## src/rtl/pwm_multi.sv

```systemverilog
// rtl/pwm_multi.sv - multi-channel PWM generator with shared prescaled counter
//
// Purpose:
//   CHANNELS PWM outputs driven from one shared period counter. The counter
//   advances once every prescale+1 clocks and runs either edge-aligned
//   (0..P, wrap) or center-aligned (0..P..1, back to 0). Each channel has a
//   pending duty register (written any time) and an active duty register
//   (loaded only at period boundaries) so duty changes never cause runt
//   pulses. The active period and counting mode are loaded at the same time.
//
// Ports:
//   clk          system clock, rising edge
//   rst          asynchronous active-high reset
//   en           run enable; low holds the counter and forces outputs low
//   center       0 = edge-aligned, 1 = center-aligned (taken at boundary)
//   prescale     counter advances once every prescale+1 clocks
//   period       top count value P (taken at boundary)
//   duty_wr      one-cycle write strobe for a pending duty register
//   duty_ch      channel index of the write (out-of-range writes dropped)
//   duty_in      duty value D of the write
//   pwm_out      registered PWM outputs, high while counter < active duty
//   period_tick  registered one-cycle pulse at each period boundary

module pwm_multi #(
    parameter  int CHANNELS   = 4,
    parameter  int WIDTH      = 8,
    parameter  int PRESCALE_W = 8,
    localparam int CH_W       = (CHANNELS > 1) ? $clog2(CHANNELS) : 1
) (
    input  logic                  clk,
    input  logic                  rst,
    input  logic                  en,
    input  logic                  center,
    input  logic [PRESCALE_W-1:0] prescale,
    input  logic [WIDTH-1:0]      period,
    input  logic                  duty_wr,
    input  logic [CH_W-1:0]       duty_ch,
    input  logic [WIDTH-1:0]      duty_in,
    output logic [CHANNELS-1:0]   pwm_out,
    output logic                  period_tick
);

    // ------------------------------------------------------------------
    // State
    // ------------------------------------------------------------------
    logic [PRESCALE_W-1:0] r_pre;
    logic [WIDTH-1:0]      r_cnt;
    logic                  r_dir_down;
    logic [WIDTH-1:0]      r_period_a;
    logic                  r_mode_a;
    logic [WIDTH-1:0]      r_pending [CHANNELS];
    logic [WIDTH-1:0]      r_active  [CHANNELS];
    logic [CHANNELS-1:0]   r_pwm;
    logic                  r_tick;

    logic                  w_tick;
    logic                  w_center_run;
    logic [WIDTH-1:0]      w_cnt_next;
    logic                  w_dir_next;
    logic                  w_boundary;
    logic                  w_wr_ok;
    logic [CHANNELS-1:0]   w_cmp;

    // ------------------------------------------------------------------
    // Prescaler tick: one counter step every prescale+1 enabled clocks
    // ------------------------------------------------------------------
    assign w_tick = en && (r_pre == prescale);

    // Center counting degenerates to edge counting when the top is 0,
    // otherwise the down leg would underflow.
    assign w_center_run = r_mode_a && (r_period_a != '0);

    // ------------------------------------------------------------------
    // Next counter value on a tick
    // ------------------------------------------------------------------
    always_comb begin
        w_cnt_next = r_cnt;
        w_dir_next = r_dir_down;
        if (!w_center_run) begin
            w_dir_next = 1'b0;
            if (r_cnt == r_period_a) begin
                w_cnt_next = '0;
            end else begin
                w_cnt_next = r_cnt + 1'b1;
            end
        end else if (!r_dir_down) begin
            if (r_cnt == r_period_a) begin
                // Turn around at the top. With P=1 the down leg is empty,
                // so the step lands straight on 0 and stays counting up.
                w_cnt_next = r_cnt - 1'b1;
                w_dir_next = (r_period_a != WIDTH'(1));
            end else begin
                w_cnt_next = r_cnt + 1'b1;
            end
        end else begin
            w_cnt_next = r_cnt - 1'b1;
            w_dir_next = (r_cnt != WIDTH'(1));
        end
    end

    // A boundary is any tick whose step lands the counter on 0.
    assign w_boundary = w_tick && (w_cnt_next == '0);

    // ------------------------------------------------------------------
    // Prescaler, counter and direction
    // ------------------------------------------------------------------
    always_ff @(posedge clk or posedge rst) begin
        if (rst) begin
            r_pre      <= '0;
            r_cnt      <= '0;
            r_dir_down <= 1'b0;
        end else if (!en) begin
            r_pre      <= '0;
            r_cnt      <= '0;
            r_dir_down <= 1'b0;
        end else begin
            if (r_pre == prescale) begin
                r_pre <= '0;
            end else begin
                r_pre <= r_pre + 1'b1;
            end
            if (w_tick) begin
                r_cnt      <= w_cnt_next;
                r_dir_down <= w_dir_next;
            end
        end
    end

    // ------------------------------------------------------------------
    // Pending / active registers
    // ------------------------------------------------------------------
    assign w_wr_ok = duty_wr && (int'(duty_ch) < CHANNELS);

    // Active copies are refreshed every idle cycle so that enabling starts
    // a fresh period with the newest values. A write on the same edge as a
    // boundary lands in pending only; active picks up the old pending.
    always_ff @(posedge clk or posedge rst) begin
        if (rst) begin
            r_period_a <= '0;
            r_mode_a   <= 1'b0;
            for (int i = 0; i < CHANNELS; i++) begin
                r_pending[i] <= '0;
                r_active[i]  <= '0;
            end
        end else begin
            if (!en || w_boundary) begin
                r_period_a <= period;
                r_mode_a   <= center;
                for (int i = 0; i < CHANNELS; i++) begin
                    r_active[i] <= r_pending[i];
                end
            end
            if (w_wr_ok) begin
                r_pending[duty_ch] <= duty_in;
            end
        end
    end

    // ------------------------------------------------------------------
    // Compare and output registers
    // ------------------------------------------------------------------
    always_comb begin
        w_cmp = '0;
        for (int i = 0; i < CHANNELS; i++) begin
            w_cmp[i] = (r_cnt < r_active[i]);
        end
    end

    always_ff @(posedge clk or posedge rst) begin
        if (rst) begin
            r_pwm  <= '0;
            r_tick <= 1'b0;
        end else begin
            r_pwm  <= en ? w_cmp : '0;
            r_tick <= w_boundary;
        end
    end

    assign pwm_out     = r_pwm;
    assign period_tick = r_tick;

endmodule
```

## config.mk

```make
export PLATFORM = sky130hd
export DESIGN_NAME = pwm_multi
export DESIGN_NICKNAME = d
export VERILOG_FILES = /design/src/rtl/pwm_multi.sv
export SDC_FILE = /design/constraint.sdc
export NUM_CORES = 1
export LEC_CHECK = 0
export ABC_CLOCK_PERIOD_IN_PS = 8400
export BUFFER_PORTS_ARGS = -buffer_cell sky130_fd_sc_hd__clkbuf_2
export CAP_MARGIN = 20
export CORE_AREA = 3 3 122 124
export DETAILED_ROUTE_END_ITERATION = 7
export DIE_AREA = 0 0 125 127
export PLACE_DENSITY = 0.62
export RECOVER_POWER = 100
export SLEW_MARGIN = 40
export SYNTH_ARGS = -nofsm -noshare
export SYNTH_HDL_FRONTEND = slang
export SYNTH_SLANG_ARGS = --single-unit
```

## constraint.sdc

```tcl
create_clock -name clk -period 8.4 [get_ports clk]
set_input_delay 0.84 -clock clk [delete_from_list [all_inputs] [get_ports clk]]
set_output_delay 0.84 -clock clk [all_outputs]
set_load 0.02 [all_outputs]
```

; ---- Yosys cells after proc, flatten, opt, wreduce, memory -nomap -nowiden
; Index checks and enable logic that the tools add are counted.
[word_totals]
reg_bits = 95
inputBits = 31
wordCells = 55
[classes]
bitwise = 1
magnitude_cmp = 6
addsub = 3
eq_ne = 5
n_reduce_logical = 8
muxes = 17
[ops]
columns = operator, n
row1 = 2-to-1 mux 8 bit, 9
row2 = bitwise mux 32 bit, 1
row3 = less-than comparator 8 bit, 4
row4 = adder 8 x 1 -> 8 bit (second input constant), 2
row5 = demux 8 bit (select 2 bit), 1
row6 = == test 8 bit, 2
row7 = != test 8 x 1 -> 1 bit (second input constant), 2
row8 = zero test 8 bit, 1
row9 = nonzero test 8 bit, 1
row10 = subtractor 8 x 1 -> 8 bit (second input constant), 1
row11 = 2-to-1 mux 1 bit, 5
row12 = logical AND 1 bit, 4
row13 = 2-to-1 mux 4 bit, 1
row14 = >= comparator 3 bit (second input constant), 1
row15 = less-than comparator 3 x 1 -> 1 bit (second input constant), 1
row16 = inverter 2 -> 3 bit, 1
row17 = != test 2 x 1 -> 1 bit (second input constant), 1
row18 = zero test 1 bit, 1
row19 = logical OR 1 bit, 1

; ---- Depth between registers and ports, before layout
[depth]
word_depth = 7
mapped_depth = 13
depth_no_buf = 10

; ---- Least setup slack after synthesis
; No wires, ideal clock.
[synth_timing]
path_kind = in2reg
from = input prescale[1]
to = register r_active[0] in the netlist's numbering
slack_ps = 5421
path_stages = 11
t_arrival_ps = 2854
required_ps = 8275
setup_time_ps = 125
n_path_buf = 3
path_cell_list = xor2_1 > nor4_1 > and2_1 > clkbuf_1 > nand2_1 > nor3b_1 > and4bb_4 > nand2b_4 > buf_6 > buf_6 > mux2_4
[synth_between]
elab_chain_len = 4
[synth_lines]
columns = item, line_no
row1 = "start, declared", 34  ; input logic [PRESCALE_W-1:0] prescale,
row2 = == test 8 bit, 67  ; assign w_tick = en && (r_pre == prescale);
row3 = logical AND 1 bit, 67
row4 = logical AND 1 bit, 102  ; assign w_boundary = w_tick && (w_cnt_next == '0);
row5 = via w_boundary, 60  ; logic w_boundary;
row6 = logical OR 1 bit, 146  ; if (!en || w_boundary) begin
row7 = "end signal, assigned by index", 150  ; r_active[i] <= r_pending[i];
row8 = "end, declared", 52  ; logic [WIDTH-1:0] r_active [CHANNELS];
; The timed path passes the listed nets, and every way through them passes these cells.
; A chain may end at the register's enable or synchronous reset.

; ---- Worst setup path after layout
[layout_timing]
from = register r_cnt[4]
to = register r_period_a[2]
[layout_between]
elab_chain_len = 7
word_cells_on_any_way = 10
cone_classes = add/sub: 2 / eq/ne: 1 / mux: 4 / reduce/logical: 3
[layout_lines]
columns = item, line_no
row1 = "start, declared", 47  ; logic [WIDTH-1:0] r_cnt;
row2 = "start signal, assigned", 123  ; r_cnt <= w_cnt_next;
row3 = adder 8 x 1 -> 8 bit (tied with other cells), "84, 93"
row4 = 2-to-1 mux 8 bit, 87  ; if (r_cnt == r_period_a) begin
row5 = 2-to-1 mux 8 bit, 86  ; end else if (!r_dir_down) begin
row6 = 2-to-1 mux 8 bit (*), 79  ; if (!w_center_run) begin
row7 = zero test 8 bit (*), 102
row8 = logical AND 1 bit (*), 102
row9 = via w_boundary, 60
row10 = logical OR 1 bit (*), 146
row11 = "end signal, assigned", 147  ; r_period_a <= period;
row12 = "end, declared", 49  ; logic [WIDTH-1:0] r_period_a;
; Mark *: on every way through the listed nets, which the timed path passes. The rest lies on a longest branch.

==> metrics.yaml <==
route.detailed.drc: 0
die_w_um: 125
period_share_pct: 55.8
regArea_um2: 2380
cts_max_path_buffers: 2
rsz0062_at_grt: "no"
synth_common_cells: "dfrtp_1, mux2_4, inv_1, mux2_2, ha_1"
whs_ns: 0.489
rows: 43
ys_seq_elements: 95
cp_data_arrival_time_ns: 4.90
crit_buf_inv: 0
grt_pass1_vias: 3109
final_cell_area_um2: 5500
path_clk_slew_ns: 0.06
crit_family: "simple AND/OR/NAND/NOR gates"
ys_warn_count: 0
drt_iter0_drc: 79
p_per_area_nw_per_um2: 206
area_delta_synth_final_pct: 8.30
clk_latency_ns: 0.34
path_max_fanout: 41
failed_checks: "max-capacitance violations, max-slew violations"
h-tree-depth: 3
reg2reg_to: "r_period_a[2]"
async_reset_ff_share_pct: 100
yosys.area.top_type: "dfrtp_1"
drive_gt1_share_pct: 18.6
critPathKind: "register to register"
max-slew-margin-rel_pct: -87.1
finalSetupTns_ns: 0
synth_edf_count: 0
cts_buffers: 9
startpoint_type: "register"
vias: 3042
cp.required_ns: 8.61
postCtsHoldBufs: 0
syn_area_um2: 5080
rrSetupSlack_ns: 3.71
ys_top_cells_by_area: "dfrtp_1, mux2_4, ha_1, mux2_2, xor2_1"
ctsResizeCount: 0
maxCapViolCount: 4
fill_cells: 1369
start_util_pct: 36.6
cts_root_buffer: "clkbuf_16"
wl_per_cell_um: 14.7
routed_via_density: 4.90
grtUsageTotal_pct: 12.4
synth_top_cell_area_share_pct: 46.8
ir_drop_mv: 0.0852
hpwl_um: 6780
antenna_found_initial: 0
total_power_mw: 1.13
synthCells: 403
diodes: 0
finalNetCount: 499
p_leak_nw: 2.73
worstHoldPathCells: 1
worstSetupEndpointType: "register"
hold_viol: 0
worstPathCellList: "xor2_1, nor4_1, a21oi_1, or3_1, o21ai_0, and4bb_4, nand2b_1, mux2_1"
post-synth-top-count-cell: "dfrtp_1"
gp_congestion: 0.831
critPathSlowestCell: "nand2b_1"
cts_sinks: 95
setup_viol: 0
status: "finished, violations left"
place_area_um2: 5400
max_freq_mhz: 213
io_pins: 36
ys_seq_area_share_pct: 46.8
period_needed_ns: 4.69
grt_overflow: 0
multi_input_area_um2: 2310
hold_start: "r_pending[23]"
slowest_delay_ns: 1.08
ant_nets: 0
ys.flop_type: "dfrtp_1"
grt_max_degree: 57
hold_path_class: "register to register"
yosysUniqueCellTypes: 36
grt_pass1_wl_um: 15900
first_pass_iters: 4
worst_slew_pin_slew_ns: 2.81
portBuffers: 35
timing.rr.start: "r_cnt[4]"
syn_nets: 466
cts_tree: "built"
avgSynthCellArea_um2: 12.6
skew_ns: 0.00626
dieHeight_um: 127
coreArea_um2: 13900
hold_end: "r_active[23]"
worst_r2r_path_depth: 8
finalWirelength_um: 9150
cts_setup_buffers: 0
drv_slew: 149
die_area_um2: 15900
[cell type report]
cell class	count	share of cell area, %
clock buffer	11	4.41
multi-input combinational	261	41.9
clock inverter	5	1.05
timing repair buffer	36	3.09
inverter	33	2.27
sequential	95	43.2
tap	180	4.09
[layer usage]
layer | up-vias | GRT usage [%] | wire (um)
met2 | 57 | 20.2 | 4430
li1 | 1460 | - | -
met1 | 1512 | 16.1 | 4180
met4 | 0 | 5.23 | 191
met3 | 13 | 2.63 | 338
met5 | - | 0 | 0
[cells in the final DEF (no fill, tap or decap), types with 2 or more instances in the layout]
master / count
ha_1: 32
clkbuf_1: 9
clkbuf_2: 28
nand2_1: 11
nand2b_1: 12
xor2_1: 25
o32a_1: 6
nand3_1: 10
or4_1: 2
xnor2_1: 9
or3_1: 2
a21o_1: 25
nor3b_1: 2
nand3b_1: 2
dfrtp_1: 95
clkbuf_16: 9
o21ai_0: 9
mux2_2: 32
mux2_1: 40
nor4_1: 6
nor2b_1: 2
and2_0: 2
nor2_1: 12
and3_1: 4
clkinvlp_4: 3
a21oi_1: 7
inv_1: 32
[cell families (layout without fill, tap and decap cells)]
kind of cell	after synthesis	in the layout	share of synthesized area [%]
xor gates and xnor gates	34	34	5.86
AOI/OAI and AO/OA	50	50	7.26
and+or+nand+nor	72	72	8.64
muxes	73	73	19.1
adders and majority gates	32	32	7.88
DFF	95	95	46.8
buffers and inverters	47	85	4.46
[flip-flops by register name (all words and copies together), names as in the netlist]
name / count
r_pre: 8
r_pending: 32
r_period_a: 8
period_tick: 1
r_cnt: 8
pwm_out: 4
r_mode_a: 1
r_dir_down: 1
r_active: 32
[how the worst max path moves through the flow]
stage	depth (start not counted)	startpoint	endpoint
4_1_cts	8	r_cnt[2]	r_active[30]
2_1_floorplan	1	rst	period_tick
5_1_grt	3	rst	r_active[25]
3_5_place_dp	9	prescale[5]	r_active[30]
6_report	8	r_cnt[4]	r_period_a[2]
3_3_place_gp	9	prescale[5]	r_active[30]
[power breakdown]
group	switching (mW)	leakage (nW)	total [mW]	internal [mW]
Sequential	0.0418	1.16	0.572	0.530
Combinational	0.0728	1.43	0.157	0.0845
Clock	0.167	0.138	0.405	0.238
[metrics by stage]
step	std cells	worst slack (ns)	utilization [%]
after CTS	621	5.04	41.1
final	621	3.71	39.7
after global routing	621	3.28	39.7
after floorplan	403	5.08	-
after detailed placement	605	4.68	38.9
after global placement	605	4.84	38.9
No activity file was read; power rests on OpenSTA's default activity.
